## config.mk

```make
export PLATFORM = sky130hd
export DESIGN_NAME = hpdcache_core_req_arbiter_flat
export DESIGN_NICKNAME = d
export VERILOG_FILES = /design/src/rtl/hpdcache_core_req_arbiter_if.sv /design/src/rtl/hpdcache_core_req_arbiter.sv /design/src/flat_wrapper.sv
export SDC_FILE = /design/constraint.sdc
export NUM_CORES = 1
export LEC_CHECK = 0
export BUFFER_PORTS_ARGS = -buffer_cell sky130_fd_sc_hd__buf_2
export CAP_MARGIN = 40
export CORE_AREA = 2 2 287 289
export CTS_CLUSTER_DIAMETER = 80
export DETAILED_ROUTE_END_ITERATION = 7
export DIE_AREA = 0 0 289 291
export PLACE_DENSITY = 0.3
export SLEW_MARGIN = 25
export SYNTH_ARGS = -nofsm -noshare
export SYNTH_HDL_FRONTEND = slang
export SYNTH_SLANG_ARGS = --single-unit
```

## constraint.sdc

```tcl
create_clock -name clk_i -period 6 [get_ports clk_i]
set_input_delay 0.9 -clock clk_i [delete_from_list [all_inputs] [get_ports clk_i]]
set_output_delay 0.9 -clock clk_i [all_outputs]
set_load 0.005 [all_outputs]
```

## src/rtl/hpdcache_core_req_arbiter_if.sv

```systemverilog
// Bundle of request/response handshake signals between NREQ requesters,
// the request arbiter and HPDcache core port 0.
//   req_valid/req_ready/req_data : requester-side request channels (flat payload)
//   arb_valid/arb_ready/arb_data/arb_sid : granted request towards the cache
//   cache_rsp_valid/cache_rsp_sid : response beat coming back from the cache
//   rsp_valid : one-hot routed response valid, one bit per requester
// Modport slave is taken by the arbiter, master by its environment.
interface hpdcache_core_req_arbiter_if #(
    parameter int unsigned NREQ  = 4,
    parameter int unsigned REQ_W = 128,
    parameter int unsigned SID_W = 3
);
    logic [NREQ-1:0]       req_valid;
    logic [NREQ-1:0]       req_ready;
    logic [NREQ*REQ_W-1:0] req_data;

    logic                  arb_valid;
    logic                  arb_ready;
    logic [REQ_W-1:0]      arb_data;
    logic [SID_W-1:0]      arb_sid;

    logic                  cache_rsp_valid;
    logic [SID_W-1:0]      cache_rsp_sid;
    logic [NREQ-1:0]       rsp_valid;

    modport slave (
        input  req_valid, req_data, arb_ready, cache_rsp_valid, cache_rsp_sid,
        output req_ready, arb_valid, arb_data, arb_sid, rsp_valid
    );

    modport master (
        output req_valid, req_data, arb_ready, cache_rsp_valid, cache_rsp_sid,
        input  req_ready, arb_valid, arb_data, arb_sid, rsp_valid
    );
endinterface

```

## src/rtl/hpdcache_core_req_arbiter.sv

```systemverilog
// Shares one HPDcache core request port among NREQ requesters.
// Round-robin grant with a hold lock while the cache back-pressures, a
// per-requester in-flight limit, and routing of response beats by source id.
// Ports:
//   clk_i, rst_ni  : clock, synchronous active-low reset
//   bus (slave)    : request channels, cache request/response, routed rsp valid
//   idle_o         : nothing in flight and no lock held
//   err_o          : sticky, response for an sid with nothing outstanding or sid >= NREQ
//   stall_cnt_o    : per-requester stall cycle counters (NREQ*CNT_W)
// Optional feature macro: HPDCACHE_REQ_ARB_PERF_EN enables the saturating
// stall counters; without it stall_cnt_o is tied to zero.
module hpdcache_core_req_arbiter #(
    parameter int unsigned NREQ    = 4,
    parameter int unsigned REQ_W   = 128,
    parameter int unsigned SID_W   = 3,
    parameter int unsigned MAX_OUT = 4,
    parameter int unsigned CNT_W   = 16
) (
    input  logic                      clk_i,
    input  logic                      rst_ni,
    hpdcache_core_req_arbiter_if.slave bus,
    output logic                      idle_o,
    output logic                      err_o,
    output logic [NREQ*CNT_W-1:0]     stall_cnt_o
);

    localparam int unsigned PTR_W = (NREQ > 1) ? $clog2(NREQ) : 1;
    localparam int unsigned OC_W  = $clog2(MAX_OUT + 1);

    typedef enum logic {
        ST_UNLOCKED = 1'b0,
        ST_LOCKED   = 1'b1
    } lock_state_e;

    lock_state_e      lock_q;
    logic [PTR_W-1:0] lock_idx_q;
    logic [PTR_W-1:0] ptr_q;
    logic [OC_W-1:0]  out_cnt_q [NREQ];
    logic             err_q;

    logic [NREQ-1:0]  eligible;
    logic [NREQ-1:0]  cnt_zero;
    logic [NREQ-1:0]  rsp_hit;
    logic [NREQ-1:0]  ready_vec;
    logic [PTR_W-1:0] grant;
    logic             found;
    int unsigned      scan_idx;
    logic             arb_valid;
    logic             accept;
    logic             sid_oob;
    logic             err_set;
    logic             all_zero;

    // Requester may compete only while under its in-flight limit
    always_comb begin
        eligible = '0;
        cnt_zero = '0;
        for (int i = 0; i < NREQ; i++) begin
            eligible[i] = bus.req_valid[i] && (out_cnt_q[i] < OC_W'(MAX_OUT));
            cnt_zero[i] = (out_cnt_q[i] == '0);
        end
    end

    // Round-robin scan from ptr; a held lock overrides the scan
    always_comb begin
        grant    = lock_idx_q;
        found    = 1'b0;
        scan_idx = 0;
        if (lock_q == ST_UNLOCKED) begin
            grant = ptr_q;
            for (int unsigned k = 0; k < NREQ; k++) begin
                scan_idx = (32'(ptr_q) + k) % NREQ;
                if (!found && eligible[PTR_W'(scan_idx)]) begin
                    grant = PTR_W'(scan_idx);
                    found = 1'b1;
                end
            end
        end
    end

    // Outputs are forced quiet while reset is asserted
    assign arb_valid = rst_ni && ((lock_q == ST_LOCKED) || (|eligible));
    assign accept    = arb_valid && bus.arb_ready;
    assign ready_vec = accept ? (NREQ'(1) << grant) : '0;

    assign bus.arb_valid = arb_valid;
    assign bus.arb_sid   = SID_W'(grant);
    assign bus.req_ready = ready_vec;

    // Payload mux on the granted index
    always_comb begin
        bus.arb_data = '0;
        for (int i = 0; i < NREQ; i++) begin
            if (grant == PTR_W'(i)) begin
                bus.arb_data = bus.req_data[i*REQ_W +: REQ_W];
            end
        end
    end

    // Response routing by source id
    always_comb begin
        rsp_hit = '0;
        for (int i = 0; i < NREQ; i++) begin
            rsp_hit[i] = bus.cache_rsp_valid && (bus.cache_rsp_sid == SID_W'(i));
        end
    end

    assign bus.rsp_valid = rst_ni ? rsp_hit : '0;
    assign sid_oob       = (32'(bus.cache_rsp_sid) >= NREQ);
    assign err_set       = bus.cache_rsp_valid && (sid_oob || (|(rsp_hit & cnt_zero)));

    // Lock FSM: hold the grant while the cache stalls a presented request
    always_ff @(posedge clk_i) begin
        if (!rst_ni) begin
            lock_q     <= ST_UNLOCKED;
            lock_idx_q <= '0;
        end else begin
            if (lock_q == ST_UNLOCKED) begin
                if (arb_valid && !bus.arb_ready) begin
                    lock_q     <= ST_LOCKED;
                    lock_idx_q <= grant;
                end
            end else begin
                if (bus.arb_ready) begin
                    lock_q <= ST_UNLOCKED;
                end
            end
        end
    end

    // Round-robin pointer moves past the requester just accepted
    always_ff @(posedge clk_i) begin
        if (!rst_ni) begin
            ptr_q <= '0;
        end else if (accept) begin
            ptr_q <= PTR_W'((32'(grant) + 1) % NREQ);
        end
    end

    // In-flight counters; a response to an empty counter only flags an error
    always_ff @(posedge clk_i) begin
        if (!rst_ni) begin
            for (int i = 0; i < NREQ; i++) begin
                out_cnt_q[i] <= '0;
            end
        end else begin
            for (int i = 0; i < NREQ; i++) begin
                if (ready_vec[i] && !(rsp_hit[i] && !cnt_zero[i])) begin
                    out_cnt_q[i] <= out_cnt_q[i] + OC_W'(1);
                end else if (!ready_vec[i] && rsp_hit[i] && !cnt_zero[i]) begin
                    out_cnt_q[i] <= out_cnt_q[i] - OC_W'(1);
                end
            end
        end
    end

    // Sticky protocol error
    always_ff @(posedge clk_i) begin
        if (!rst_ni) begin
            err_q <= 1'b0;
        end else if (err_set) begin
            err_q <= 1'b1;
        end
    end

    assign err_o = rst_ni && err_q;

    always_comb begin
        all_zero = &cnt_zero;
    end

    assign idle_o = !rst_ni || (all_zero && (lock_q == ST_UNLOCKED));

`ifdef HPDCACHE_REQ_ARB_PERF_EN
    logic [CNT_W-1:0] stall_q [NREQ];

    // Saturating count of cycles a requester waits with valid high
    always_ff @(posedge clk_i) begin
        if (!rst_ni) begin
            for (int i = 0; i < NREQ; i++) begin
                stall_q[i] <= '0;
            end
        end else begin
            for (int i = 0; i < NREQ; i++) begin
                if (bus.req_valid[i] && !ready_vec[i] && (stall_q[i] != '1)) begin
                    stall_q[i] <= stall_q[i] + CNT_W'(1);
                end
            end
        end
    end

    always_comb begin
        stall_cnt_o = '0;
        for (int i = 0; i < NREQ; i++) begin
            stall_cnt_o[i*CNT_W +: CNT_W] = stall_q[i];
        end
    end
`else
    assign stall_cnt_o = '0;
`endif

endmodule

```

## src/flat_wrapper.sv

```systemverilog
// flat-port wrapper written by rule: the top's interface ports become plain ports
module hpdcache_core_req_arbiter_flat 
#(
    parameter int unsigned NREQ    = 4,
    parameter int unsigned REQ_W   = 128,
    parameter int unsigned SID_W   = 3,
    parameter int unsigned MAX_OUT = 4,
    parameter int unsigned CNT_W   = 16
)
  (clk_i, rst_ni, idle_o, err_o, stall_cnt_o, bus_req_valid, bus_req_data, bus_arb_ready, bus_cache_rsp_valid, bus_cache_rsp_sid, bus_req_ready, bus_arb_valid, bus_arb_data, bus_arb_sid, bus_rsp_valid);
  hpdcache_core_req_arbiter_if #(.NREQ(NREQ), .REQ_W(REQ_W), .SID_W(SID_W)) bus_i ();
  input  logic clk_i;
  input  logic rst_ni;
  output logic idle_o;
  output logic err_o;
  output logic [NREQ*CNT_W-1:0] stall_cnt_o;
  input wire logic [$bits(bus_i.req_valid)-1:0] bus_req_valid;
  input wire logic [$bits(bus_i.req_data)-1:0] bus_req_data;
  input wire logic [$bits(bus_i.arb_ready)-1:0] bus_arb_ready;
  input wire logic [$bits(bus_i.cache_rsp_valid)-1:0] bus_cache_rsp_valid;
  input wire logic [$bits(bus_i.cache_rsp_sid)-1:0] bus_cache_rsp_sid;
  output wire logic [$bits(bus_i.req_ready)-1:0] bus_req_ready;
  output wire logic [$bits(bus_i.arb_valid)-1:0] bus_arb_valid;
  output wire logic [$bits(bus_i.arb_data)-1:0] bus_arb_data;
  output wire logic [$bits(bus_i.arb_sid)-1:0] bus_arb_sid;
  output wire logic [$bits(bus_i.rsp_valid)-1:0] bus_rsp_valid;
  assign bus_i.req_valid = bus_req_valid;
  assign bus_i.req_data = bus_req_data;
  assign bus_i.arb_ready = bus_arb_ready;
  assign bus_i.cache_rsp_valid = bus_cache_rsp_valid;
  assign bus_i.cache_rsp_sid = bus_cache_rsp_sid;
  assign bus_req_ready = bus_i.req_ready;
  assign bus_arb_valid = bus_i.arb_valid;
  assign bus_arb_data = bus_i.arb_data;
  assign bus_arb_sid = bus_i.arb_sid;
  assign bus_rsp_valid = bus_i.rsp_valid;
  hpdcache_core_req_arbiter #(.NREQ(NREQ), .REQ_W(REQ_W), .SID_W(SID_W), .MAX_OUT(MAX_OUT), .CNT_W(CNT_W)) u_core (.clk_i(clk_i), .rst_ni(rst_ni), .bus(bus_i), .idle_o(idle_o), .err_o(err_o), .stall_cnt_o(stall_cnt_o));
endmodule
```

; Word-level counts from Yosys, hierarchy flattened
; Memory sizes are Yosys's and may differ from the RTL's.
; Index checks and enable logic that the tools add are counted.
; Widths: inputs -> output; s select.
[op_classes]
add_sub_neg = 12
mul = 0
n_div = 0
n_lt_le_gt_ge = 9
eq_ne = 6
n_shift = 1
muxes = 64
bitwise = 10
n_reduce_logical = 63
[ops]
columns = cell, n
row1 = $mux 128, 4
row2 = $mux 1, 42
row3 = $logic_and 1x1->1, 33
row4 = $mux 3, 8
row5 = $logic_not 1->1, 17
row6 = $logic_not 3->1, 5
row7 = $add 3x1->3 const B, 4
row8 = $lt 2x3->1 const B, 4
row9 = $lt 3x3->1 const B, 4
row10 = $sub 3x1->3 const B, 4
row11 = $bmux 1 s2, 4
row12 = $mux 2, 4
row13 = $mux 4, 2
row14 = $or 1x1->1, 8
row15 = $reduce_or 4->1, 2
row16 = $eq 3x2->1 const B, 2
row17 = $add 2x1->2 const B, 2
row18 = $add 2x2->2 const B, 2
row19 = $and 4x4->4, 1
row20 = $eq 2x2->1 const B, 2
row21 = $reduce_and 4->1, 1
row22 = $shl 1x2->4 const A, 1
row23 = $eq 3x1->1 const B, 1
row24 = $ge 3x3->1 const B, 1
row25 = 5 further kinds, 7
[word_totals]
regBits = 6
latchBits = 0
ramBits = 12
rom_bits = 0
inputBits = 523
out_inout_bits = 206
elab_cells = 170
n_memories = 1
[memory_table]
columns = name, depth, word_bits, rd, rd_ports_with_merged_regs, write_ports, line
row1 = u_core.out_cnt_q, 4, 3, 4, 0, 4, hpdcache_core_req_arbiter.sv:38  ; logic [OC_W-1:0] out_cnt_q [NREQ];

; Depth between registers and ports, before layout
; An unclocked memory read counts as a cell.
[logic_depth]
ltp_word = 29
mapped_depth = 15
depth_no_buf = 13

; Worst setup path after synthesis
; OpenSTA, ideal clock, no wires.
[synth_path]
kind = input to output
startpoint = input port bus_req_valid[2]
endpoint = output port bus_arb_data[58]
arrival_ns = 3.101
required_ns = 5.100
path_slack_ns = 1.999
path_stages = 13
path_buffers = 3
path_cell_list = or2b_2 > o22a_1 > o22ai_1 > nor3_1 > a21oi_1 > ha_1 > buf_2 > buf_2 > buf_1 > nand3b_1 > a21oi_1 > a21oi_1 > o21ai_0
[synth_via]
elab_chain_len = 22
elab_cells_between_ends = 33
cone_classes = eq/ne (3) / mux (22) / reduce/logical (8)
[synth_lines]
columns = item, line
row1 = "start, declared", flat_wrapper.sv:17  ; input wire logic [$bits(bus_i.req_valid)-1:0] bus_req_valid;
row2 = $logic_and 1x1->1 (*), hpdcache_core_req_arbiter.sv:59  ; eligible[i] = bus.req_valid[i] && (out_cnt_q[i] < OC_W'(MAX_OUT));
row3 = $bmux 1 s2, hpdcache_core_req_arbiter.sv:73  ; if (!found && eligible[PTR_W'(scan_idx)]) begin
row4 = $mux 1 (not written as such), hpdcache_core_req_arbiter.sv:73
row5 = $mux 1, hpdcache_core_req_arbiter.sv:73
row6 = $mux 1, hpdcache_core_req_arbiter.sv:69  ; if (lock_q == ST_UNLOCKED) begin
row7 = $logic_not 1->1, hpdcache_core_req_arbiter.sv:73
row8 = $logic_and 1x1->1, hpdcache_core_req_arbiter.sv:73
row9 = $mux 1, hpdcache_core_req_arbiter.sv:73
row10 = [... 4 more ...], -
row11 = $mux 1, hpdcache_core_req_arbiter.sv:69
row12 = $logic_not 1->1, hpdcache_core_req_arbiter.sv:73
row13 = $logic_and 1x1->1, hpdcache_core_req_arbiter.sv:73
row14 = $mux 2 (*), hpdcache_core_req_arbiter.sv:73
row15 = $mux 2 (*), hpdcache_core_req_arbiter.sv:69
row16 = $logic_not 2->1, hpdcache_core_req_arbiter.sv:94  ; if (grant == PTR_W'(i)) begin
row17 = $mux 128 (3 in series), hpdcache_core_req_arbiter.sv:94
row18 = $mux 128 (*), hpdcache_core_req_arbiter.sv:94
row19 = "end, declared", flat_wrapper.sv:24  ; output wire logic [$bits(bus_i.arb_data)-1:0] bus_arb_data;
; Every way passes the cells marked *; elsewhere a longest branch is shown, timed or not. The select of a mux whose other input is x is not followed.

; Final worst setup path
[layout_path]
startpoint = input port bus_req_valid[2]
endpoint = output port bus_arb_data[101]
; The elaborated chain is that of the path after synthesis.

==> impl_metrics.yaml <==
pwr:
  total_power_mw: 2.25
  leakagePower_nw: 4.72
  pwr_density_cell_nw_per_um2: 211
  ir_drop_mv: 0.0772
synth:
  synth_top_family_by_area: "simple AND/OR/NAND/NOR gates"
  yosysWarnings: 0
  synthArstFlopShare: 0
  syn_area_um2: 6210
  synthFlopType: "edfxtp_1"
  synth-xor-area-share: 0.00988
  syn_avg_cell_area_um2: 5.71
  synth_edf_count: 12
  synthAdderAreaFrac: 0.0238
  synthMuxAreaShare: 0.00746
  synthCells: 1088
  synth_seq_area_share: 0.0774
  synth-compound-area-share: 0.355
  yosys.area_share.simple: 0.367
  ys_ff_latch: 18
  synth.distinct_cells: 58
floorplan:
  die-area_um2: 84100
  initial_utilization: 0.0765
  die_h_um: 291
  coreArea_um2: 81200
  io_pins: 729
  rows: 105
  fp.dieW_um: 289
finish:
  nets: 2214
  drive_above_1_share: 0.426
  fin_cells: 2752
  area_delta_synth_final_pct: 71.6
sta:
  fmax_mhz: 188
  rsz0062_at_grt: "false"
  worst_pin_slew_ns: 0.634
  setup_viol: 0
  hold_violations: 0
  whs_ns: 0.459
  slew_headroom: 0.576
  period_minus_slack_ns: 5.32
  fin_setup_tns_ns: 0
  clock-skew-final_ns: 0.00247
  fin_crit_sh: 0.886
  maxSlewViolCount: 0
clocking:
  clkTransAtPathRegs_ns: 0.06
  cts_tree: "yes"
  numCtsBuffers: 3
  cts-root-buf: "clkbuf_16"
  cts_hold_buf: 0
  cts.sinks: 18
  cts.repair.resized: 0
  cts_buffer_depth: 2
  clk_latency_ns: 0.25
  post_cts_buffers: 0
  cts-htree-levels: 1
detailed_routing:
  wl_per_cell_um: 17.5
  drtIter0Drc: 373
  dr_total_vias: 9888
  drt_pre_antenna_iters: 5
  routed_wl_um: 48300
  drc: 0
  vias_per_cell: 3.59
  ant_nets: 0
worst_setup_path:
  r2r_cells: 14
  crit_type: "in2out"
  required_ns: 5.10
  worstPathMaxFanout: 55
  startpoint_type: "primary input"
  crit_path_end_kind: "output pin"
  cp.arrival_ns: 4.42
global_routing:
  use_met2: 0.200
  busiest_layer: "met2"
  grt_pass1_wl_um: 66300
  grt.total_usage: 0.106
  antenna_found_initial: 22
  grt_overflow: 0
  grt_pass1_vias: 9894
  grt.met3_usage: 0.0298
  grt_max_degree: 92
  met1_usage: 0.118
run:
  maxCapViolCount: 0
placed_design:
  port_buffers: 663
  dp.cells: 2746
  dp_hpwl_um: 41700
  gp_congestion: 0.927
outcome:
  status: "completed"
worst_hold_path:
  hold_depth: 2
  holdCritPathClass: "reg2reg"
final cells by class:
type / count / area, um^2
sequential: 18 / 480
tap: 1070 / 1340
clock buffer: 4 / 88.8
antenna: 2 / 5.00
fill: 9654 / 70500
multi-input combinational: 950 / 5030
timing repair buffer: 692 / 3650
inverter: 16 / 60.1
power breakdown:
| part | leakage, nW | internal (mW) | switching (mW) |
|---|---|---|---|
| Clock | 0.0442 | 0.102 | 0.0491 |
| Combinational | 4.50 | 0.810 | 1.12 |
| Sequential | 0.175 | 0.149 | 0.0156 |
through the flow:
stage                util  cell area [um^2]  worst slack (ns)
finish              0.131             10700             0.684
global route        0.131             10600             0.571
CTS                 0.131             10600             0.733
detailed placement  0.130             10600             0.749
global placement    0.130             10600             0.728
floorplan               -              6450              2.00
sequential cells by signal, indices dropped and copies added, names as in the netlist:
register and count:
u_core.lock_q 1, u_core.out_cnt_q 12, u_core.err_q 1, u_core.lock_idx_q 2, u_core.ptr_q 2
worst paths after layout:
kind | from | endpoint | slack, ns
setup / recovery | bus_req_valid[2] | bus_arb_data[101] | 0.68
hold / removal | u_core.err_q | u_core.err_q | 0.46
setup reg to reg | u_core.out_cnt_q[2][2] | u_core.out_cnt_q[2][2] | 2.01
hold reg to reg | u_core.err_q | u_core.err_q | 0.46
cells in the mapped netlist, drive strengths merged, types with 3 or more instances:
cell    number  area, um^2
nand4        5        46.3
o21ai      133         666
nand3b     123         923
nand3        4        20.0
a22oi        7        52.6
nor3        12        65.1
fa           3        60.1
clkbuf      72         284
inv         15        56.3
ha           7        87.6
or2b         3        26.3
buf         96         643
nor2        19        78.8
xnor2        7        61.3
and3         3        18.8
edfxtp      12         360
nand2      264         993
or3          3        23.8
dfxtp        6         120
a21oi      258        1290
nor2b        3        18.8
o211ai       4        45.1
kinds of logic (layout without fill, tap and decap cells):
logic type,Yosys count,after routing
AOI/OAI and AO/OA,418,418
xor gates and xnor gates,7,7
adders and majority gates,10,10
buffers and inverters,184,712
DFF,18,18
muxes,3,3
other,1,67
and+or+nand+nor,447,447
metal layers:
layer / share of wire / vias to the layer above / routed length [um]
li1: - / 4835 / -
met5: 0.0026 / - / 127
met2: 0.51 / 486 / 24600
met3: 0.089 / 56 / 4300
met4: 0.017 / 20 / 816
met1: 0.38 / 4491 / 18400
worst max-delay path, stage by stage:
cell	delay (ns)
buf_2	0.10
or2b_2	0.35
o22a_1	0.20
o22ai_1	0.26
nor3_1	0.11
a21oi_1	0.40
ha_4	0.49
buf_12	0.29
buf_12	0.24
a21oi_1	0.11
a21oi_1	0.51
o21ai_0	0.15
buf_2	0.15
placed cells by master, fill, tap and decap left out, types with 2 or more instances in the layout:
master,instances
or2b_2,3
a21oi_1,257
dfxtp_1,6
a22oi_1,7
conb_1,65
mux2i_1,2
nor2_1,18
nand4_1,4
buf_12,9
or3_1,2
a22o_1,2
o21ai_0,133
ha_1,3
buf_4,20
fa_1,3
o21a_1,2
xnor2_1,7
clkbuf_16,3
nand3_1,4
nor3b_1,2
nor3_1,11
nor2b_1,3
diode_2,2
or2_1,2
buf_2,663
o211ai_2,3
nand3b_1,123
and3_1,3
nand2_1,263
edfxtp_1,12
inv_1,15
ha_4,4
No activity file was read; power rests on OpenSTA's default activity.
